--- src/rtl/gpio_bus_master.sv ---
// gpio_bus_master
//   Bus initiator between the CPU load/store path and the GPIO port.
//   CPU writes become one select cycle. CPU reads become a select cycle
//   plus a sample cycle. An autonomous poll of the input register raises
//   a one-cycle change interrupt with a mask of the bits that changed.
//
// Ports
//   clk, rst            clock, asynchronous active-high reset
//   cpu_req/we/addr/wdata  CPU request (sampled only while idle)
//   cpu_rdata           read data, held until the next CPU read completes
//   cpu_ready, cpu_err  one-cycle completion pulse / out-of-window flag
//   busy                high in every state except IDLE
//   per_addr/wdata/select  GPIO port Address/DataIn/Select
//   per_rdata           GPIO port DataOut (bits 7:0 meaningful)
//   poll_en             enables periodic polling
//   change_irq          one-cycle pulse when a poll sees an input change
//   change_mask         changed bits from the last detected change
module gpio_bus_master #(
    parameter logic [31:0] GPIO_BASE = 32'h1001_0000,
    parameter int unsigned POLL_DIV  = 1000
) (
    input  logic        clk,
    input  logic        rst,
    input  logic        cpu_req,
    input  logic        cpu_we,
    input  logic [31:0] cpu_addr,
    input  logic [31:0] cpu_wdata,
    output logic [31:0] cpu_rdata,
    output logic        cpu_ready,
    output logic        cpu_err,
    output logic        busy,
    output logic [31:0] per_addr,
    output logic [31:0] per_wdata,
    output logic        per_select,
    input  logic [31:0] per_rdata,
    input  logic        poll_en,
    output logic        change_irq,
    output logic [7:0]  change_mask
);

    localparam int CW = $clog2(POLL_DIV);
    localparam logic [CW-1:0] CNT_MAX = CW'(POLL_DIV - 1);

    typedef enum logic [2:0] {
        S_IDLE,
        S_WR,
        S_RD_CAP,
        S_RD_SMP,
        S_DONE
    } state_t;

    state_t          state_q;
    logic            is_poll_q;
    logic            sel_q;
    logic            addr0_q;
    logic [31:0]     wdata_q;
    logic [31:0]     rdata_q;
    logic            ready_q;
    logic            err_q;
    logic            irq_q;
    logic [7:0]      mask_q;
    logic [7:0]      last_in_q;
    logic [CW-1:0]   cnt_q;
    logic            pend_q;

    logic            in_win;
    logic            wrap;
    logic            poll_start;
    logic [7:0]      diff_d;
    logic            unused_bits;

    assign in_win     = (cpu_addr[31:3] == GPIO_BASE[31:3]);
    assign wrap       = poll_en && (cnt_q == CNT_MAX);
    // A poll only starts when no CPU request competes for the idle cycle.
    assign poll_start = (state_q == S_IDLE) && !cpu_req && pend_q;
    assign diff_d     = per_rdata[7:0] ^ last_in_q;
    assign unused_bits = ^{per_rdata[31:8], cpu_addr[1:0]};

    always_ff @(posedge clk or posedge rst) begin
        if (rst) begin
            state_q   <= S_IDLE;
            is_poll_q <= 1'b0;
            sel_q     <= 1'b0;
            addr0_q   <= 1'b0;
            wdata_q   <= '0;
            rdata_q   <= '0;
            ready_q   <= 1'b0;
            err_q     <= 1'b0;
            irq_q     <= 1'b0;
            mask_q    <= '0;
            last_in_q <= '0;
            cnt_q     <= '0;
            pend_q    <= 1'b0;
        end else begin
            ready_q <= 1'b0;
            err_q   <= 1'b0;
            irq_q   <= 1'b0;

            // Poll timebase: runs in every state; a wrap while a poll is
            // still pending is dropped, and starting a poll wins over a
            // coincident wrap.
            if (!poll_en) begin
                cnt_q  <= '0;
                pend_q <= 1'b0;
            end else begin
                cnt_q <= (cnt_q == CNT_MAX) ? '0 : cnt_q + CW'(1);
                if (poll_start)
                    pend_q <= 1'b0;
                else if (wrap)
                    pend_q <= 1'b1;
            end

            case (state_q)
                S_IDLE: begin
                    if (cpu_req) begin
                        is_poll_q <= 1'b0;
                        if (in_win) begin
                            state_q <= cpu_we ? S_WR : S_RD_CAP;
                            sel_q   <= 1'b1;
                            addr0_q <= cpu_addr[2];
                            wdata_q <= cpu_we ? cpu_wdata : 32'd0;
                        end else begin
                            state_q <= S_DONE;
                            ready_q <= 1'b1;
                            err_q   <= 1'b1;
                            if (!cpu_we)
                                rdata_q <= '0;
                        end
                    end else if (pend_q) begin
                        state_q   <= S_RD_CAP;
                        is_poll_q <= 1'b1;
                        sel_q     <= 1'b1;
                        addr0_q   <= 1'b1;
                        wdata_q   <= '0;
                    end
                end
                S_WR: begin
                    state_q <= S_DONE;
                    ready_q <= 1'b1;
                    sel_q   <= 1'b0;
                    addr0_q <= 1'b0;
                    wdata_q <= '0;
                end
                S_RD_CAP: begin
                    state_q <= S_RD_SMP;
                    sel_q   <= 1'b0;
                    addr0_q <= 1'b0;
                    wdata_q <= '0;
                end
                S_RD_SMP: begin
                    if (is_poll_q) begin
                        last_in_q <= per_rdata[7:0];
                        if (diff_d != 8'd0) begin
                            irq_q  <= 1'b1;
                            mask_q <= diff_d;
                        end
                        state_q <= S_IDLE;
                    end else begin
                        rdata_q <= {24'd0, per_rdata[7:0]};
                        ready_q <= 1'b1;
                        state_q <= S_DONE;
                    end
                end
                S_DONE: begin
                    state_q <= S_IDLE;
                end
                default: begin
                    state_q <= S_IDLE;
                end
            endcase
        end
    end

    assign cpu_rdata   = rdata_q;
    assign cpu_ready   = ready_q;
    assign cpu_err     = err_q;
    assign busy        = (state_q != S_IDLE);
    assign per_addr    = {31'd0, addr0_q};
    assign per_wdata   = wdata_q;
    assign per_select  = sel_q;
    assign change_irq  = irq_q;
    assign change_mask = mask_q;

endmodule

--- config.mk ---
export PLATFORM = sky130hd
export DESIGN_NAME = gpio_bus_master
export DESIGN_NICKNAME = d
export VERILOG_FILES = /design/src/rtl/gpio_bus_master.sv
export SDC_FILE = /design/constraint.sdc
export NUM_CORES = 1
export LEC_CHECK = 0
export CAP_MARGIN = 20
export CELL_PAD_IN_SITES_DETAIL_PLACEMENT = 0
export CELL_PAD_IN_SITES_GLOBAL_PLACEMENT = 1
export CORE_ASPECT_RATIO = 0.75
export CORE_MARGIN = 2
export CORE_UTILIZATION = 28
export CTS_BUF_LIST = sky130_fd_sc_hd__clkbuf_8
export CTS_CLUSTER_SIZE = 8
export DETAILED_ROUTE_END_ITERATION = 6
export HOLD_SLACK_MARGIN = 0.03
export PLACE_DENSITY = 0.84
export SETUP_SLACK_MARGIN = 0.2
export SLEW_MARGIN = 30
export SYNTH_ARGS = -nofsm -noshare
export SYNTH_HDL_FRONTEND = slang
export SYNTH_SLANG_ARGS = --single-unit
--- constraint.sdc ---
create_clock -name clk -period 3.4 [get_ports clk]
set_clock_uncertainty 0.15 [all_clocks]
set_input_delay 0.68 -clock clk [delete_from_list [all_inputs] [get_ports clk]]
set_output_delay 0.68 -clock clk [all_outputs]
set_load 0.1 [all_outputs]
==> impl_metrics.xml <==
<?xml version="1.0" encoding="UTF-8"?>
<metrics>
  <group name="worst_hold_path">
    <metric name="destination_of_the_worst_hold_path" unit="">cnt_q[0]</metric>
    <metric name="beginning_of_the_worst_hold_path" unit="">cnt_q[0]</metric>
    <metric name="hold-path-cell-count" unit="">1</metric>
    <metric name="holdCritPathClass" unit="">flip-flop to flip-flop</metric>
  </group>
  <group name="pwr">
    <metric name="vdd_ir_drop_max" unit="mV">0.430</metric>
    <metric name="power.density" unit="nW/µm²">719</metric>
    <metric name="leak_pwr" unit="nW">2.31</metric>
    <metric name="p_sw_share" unit="%">49.2</metric>
    <metric name="cell_internal_pwr" unit="W">0.00177</metric>
    <metric name="power.net_switching" unit="W">0.00171</metric>
    <metric name="comb_power_share" unit="%">45.9</metric>
    <metric name="seq_pwr_share" unit="%">32.2</metric>
    <metric name="power.clock.fraction" unit="%">21.9</metric>
  </group>
  <group name="detailed_routing">
    <metric name="post_drt_wl_per_cell" unit="µm">13.4</metric>
    <metric name="route.vias.total" unit="">2614</metric>
    <metric name="drt-pass1-iter-count" unit="">4</metric>
    <metric name="drt_drc_violations_left" unit="">0</metric>
    <metric name="detail_route_antenna_nets" unit="">0</metric>
    <metric name="route.final.wire_length" unit="µm">8120</metric>
    <metric name="post_drt_via_cell_ratio" unit="">4.31</metric>
    <metric name="drt_first_iter_violations" unit="">123</metric>
  </group>
  <group name="global_route">
    <metric name="grt_overflow" unit="">0</metric>
    <metric name="grt_antenna_before_repair" unit="">0</metric>
    <metric name="number_of_global_route_vias_before_repair" unit="">2453</metric>
    <metric name="grt_max_degree" unit="">43</metric>
    <metric name="wire_length_of_the_first_global_routing_pass" unit="µm">12600</metric>
    <metric name="global_route.usage.total" unit="%">11.9</metric>
  </group>
  <group name="layout">
    <metric name="num-fill-cells" unit="">1189</metric>
    <metric name="layout-drive-gt1-share" unit="%">20.7</metric>
    <metric name="n_antenna_cell" unit="">0</metric>
    <metric name="syn_to_final_growth" unit="%">37.0</metric>
    <metric name="final-seq-area" unit="µm²">1900</metric>
    <metric name="stdcell_count" unit="">606</metric>
    <metric name="multi_input_area" unit="µm²">1280</metric>
    <metric name="nNetsFinal" unit="">537</metric>
  </group>
  <group name="critical_path">
    <metric name="worstPathMaxFanout" unit="">34</metric>
    <metric name="r2r_slack" unit="ns">1.12</metric>
    <metric name="timing.rr.start" unit="">state_q[0]</metric>
    <metric name="endpoint_of_the_worst_register_to_register_path" unit="">change_mask[7]</metric>
    <metric name="required" unit="ns">3.49</metric>
    <metric name="endpoint_kind" unit="">flip-flop</metric>
    <metric name="crit_type" unit="">input port to flip-flop</metric>
    <metric name="worst_setup_path_start_kind" unit="">input port</metric>
    <metric name="critPathArrivalTime" unit="ns">2.58</metric>
    <metric name="number_of_cell_instances_on_the_worst_register_to_register_path" unit="">4</metric>
  </group>
  <group name="yosys">
    <metric name="synthesis.area_per_instance" unit="µm²">11.6</metric>
    <metric name="synth.largest_area_cell" unit="">sky130_fd_sc_hd__dfrtp_1</metric>
    <metric name="top_cell_type_s_share_of_synthesized_area" unit="%">53.9</metric>
    <metric name="ys_types" unit="">34</metric>
    <metric name="postSynth.topFlopCell" unit="">sky130_fd_sc_hd__dfrtp_1</metric>
    <metric name="synth_area" unit="µm²">3530</metric>
    <metric name="postSynthRegisterBits" unit="">76</metric>
    <metric name="synth_enable_flop_cells" unit="">0</metric>
    <metric name="yosys_warnings" unit="">0</metric>
    <metric name="ys_top_cells_by_area" unit="">sky130_fd_sc_hd__dfrtp_1 54%, sky130_fd_sc_hd__buf_4 12%, sky130_fd_sc_hd__a22o_1 9.9%, sky130_fd_sc_hd__xnor2_1 3.5%, sky130_fd_sc_hd__mux2_2 2.9%</metric>
    <metric name="synth_sequential_area_ratio" unit="%">53.9</metric>
    <metric name="yosys-top-cells-count" unit="">76 x sky130_fd_sc_hd__dfrtp_1, 57 x sky130_fd_sc_hd__buf_4, 40 x sky130_fd_sc_hd__a22o_1</metric>
    <metric name="synth_cells" unit="">304</metric>
    <metric name="synth.most_common_cell" unit="">sky130_fd_sc_hd__dfrtp_1</metric>
    <metric name="synth-async-reset-ratio" unit="%">100</metric>
  </group>
  <group name="clock_tree">
    <metric name="root_buffer" unit="">sky130_fd_sc_hd__clkbuf_8</metric>
    <metric name="cts_num_sinks" unit="">76</metric>
    <metric name="cts_inserted_buffers" unit="">9</metric>
    <metric name="hold_buffers" unit="">0</metric>
    <metric name="clk_latency" unit="ns">0.35</metric>
    <metric name="clock_path_buffers" unit="">2</metric>
    <metric name="cts.clk_slew.worst_paths" unit="ns">0.08</metric>
    <metric name="cts_tree" unit="">built</metric>
    <metric name="h-tree-depth" unit="">3</metric>
    <metric name="cts_setup_buffers" unit="">0</metric>
    <metric name="cts_resized" unit="">0</metric>
  </group>
  <group name="job">
    <metric name="cap_violations" unit="">0</metric>
  </group>
  <group name="placed_design">
    <metric name="routabilityCongestion" unit="">0.746</metric>
    <metric name="dp_hpwl" unit="µm">6070</metric>
    <metric name="port-buffer-count" unit="">128</metric>
    <metric name="preCtsSetupSlack" unit="ns">0.529</metric>
    <metric name="placedCellCount" unit="">590</metric>
  </group>
  <group name="timing">
    <metric name="setup_ws" unit="ns">0.911</metric>
    <metric name="final.period_utilization" unit="%">73.2</metric>
    <metric name="setup_viol" unit="">0</metric>
    <metric name="maxClockFrequency" unit="GHz">0.402</metric>
    <metric name="finalSetupTns" unit="ns">0</metric>
    <metric name="rsz0062_at_grt" unit="">no</metric>
    <metric name="hold_viol" unit="">0</metric>
    <metric name="slew_viol_final" unit="">0</metric>
    <metric name="timing_worst_slew_pin_value" unit="ns">0.786</metric>
    <metric name="period_needed" unit="ns">2.49</metric>
    <metric name="slew_headroom" unit="%">47.6</metric>
  </group>
  <group name="floorplanning">
    <metric name="floorplan.rows" unit="">35</metric>
    <metric name="die_area" unit="µm²">13500</metric>
    <metric name="die_w" unit="µm">134</metric>
    <metric name="design.core.area" unit="µm²">12300</metric>
    <metric name="start_util" unit="%">28.7</metric>
    <metric name="io_pins" unit="">210</metric>
    <metric name="die_height" unit="µm">101</metric>
  </group>
  <group name="status">
    <metric name="outcome" unit="">finished clean</metric>
  </group>
</metrics>
logic make-up after synthesis:
| group | Yosys count | share of synthesized area (%) |
|---|---|---|
| other cells | 1 | 0.106 |
| fa+ha+maj | 1 | 0.355 |
| simple gates | 61 | 9.18 |
| compound gates | 66 | 14.4 |
| mux | 9 | 2.87 |
| xor+xnor | 15 | 3.72 |
| flops | 76 | 53.9 |
| buf+inv | 75 | 15.4 |
state kept, by name, summed over array words and instances (netlist names), 3 cells and up:
name and flops:
per_wdata 32, change_mask 8, last_in_q 8, cnt_q 10, cpu_rdata 8, state_q 3
worst max path at each step:
stage          cells after the start         start  slack (ns)             to
2_1_floorplan                      1           rst        0.63        addr0_q
3_3_place_gp                       6       cpu_req        0.58        addr0_q
3_5_place_dp                       7  cpu_addr[23]        0.53  per_wdata[20]
4_1_cts                            7  cpu_addr[23]        0.90  per_wdata[15]
5_1_grt                            7  cpu_addr[19]        0.76  per_wdata[13]
6_report                           6       cpu_req        0.91        addr0_q
through the flow:
stage	power (W)	utilization (%)	instance area (µm²)	hold WS (ns)
finish	0.00347	39.3	4830	0.308
global route	0.00363	39.3	4830	0.359
CTS	0.00351	39.3	4830	0.315
detailed placement	0.00273	37.5	4620	0.304
global placement	0.00272	37.5	4620	0.289
floorplan	0.00247	-	3730	0.275
critical path: stages:
cell and delay, ns:
sky130_fd_sc_hd__clkdlybuf4s50_1 0.54, sky130_fd_sc_hd__o41ai_1 0.44, sky130_fd_sc_hd__a21oi_1 0.10, sky130_fd_sc_hd__o21ai_2 0.07, sky130_fd_sc_hd__buf_4 0.36, sky130_fd_sc_hd__mux2_2 0.38
routing by layer:
layer	vias to the layer above	track usage, %	routed length [µm]
met3	10	3.55	593
li1	1223	-	-
met2	110	18.6	3780
met1	1271	15.8	3640
met4	0	4.17	104
met5	-	0	0
layout by cell type (no fill, tap or decap), drive strengths merged, types with 3 or more instances in the layout:
| cell type | instances |
|---|---|
| a22o | 40 |
| conb | 55 |
| nand3 | 3 |
| and2 | 3 |
| buf | 58 |
| nand4 | 9 |
| clkbuf | 9 |
| nor2 | 19 |
| clkdlybuf4s50 | 74 |
| a21oi | 7 |
| o21ai | 12 |
| nor4 | 6 |
| mux2 | 9 |
| inv | 9 |
| dfrtp | 76 |
| nand2 | 13 |
| clkinv | 4 |
| xnor2 | 14 |
final cells by class:
| class | instances | area share, % |
|---|---|---|
| Clock inverter | 7 | 1.89 |
| Inverter | 9 | 0.699 |
| Multi-Input combinational cell | 207 | 26.6 |
| Timing Repair Buffer | 132 | 24.6 |
| Tap cell | 166 | 4.30 |
| Sequential cell | 76 | 39.4 |
| Clock buffer | 9 | 2.56 |
power groups by stage:
| stage | registers [W] | clock network (W) | logic [W] |
|---|---|---|---|
| 2_1_floorplan | 0.00166 | 0 | 0.000813 |
| 3_3_place_gp | 0.00113 | 0 | 0.00159 |
| 3_5_place_dp | 0.00113 | 0 | 0.00160 |
| 4_1_cts | 0.00112 | 0.000786 | 0.00160 |
| 5_1_grt | 0.00113 | 0.000828 | 0.00167 |
| 6_report | 0.00112 | 0.000761 | 0.00159 |
(Power assumes the default switching activity.)
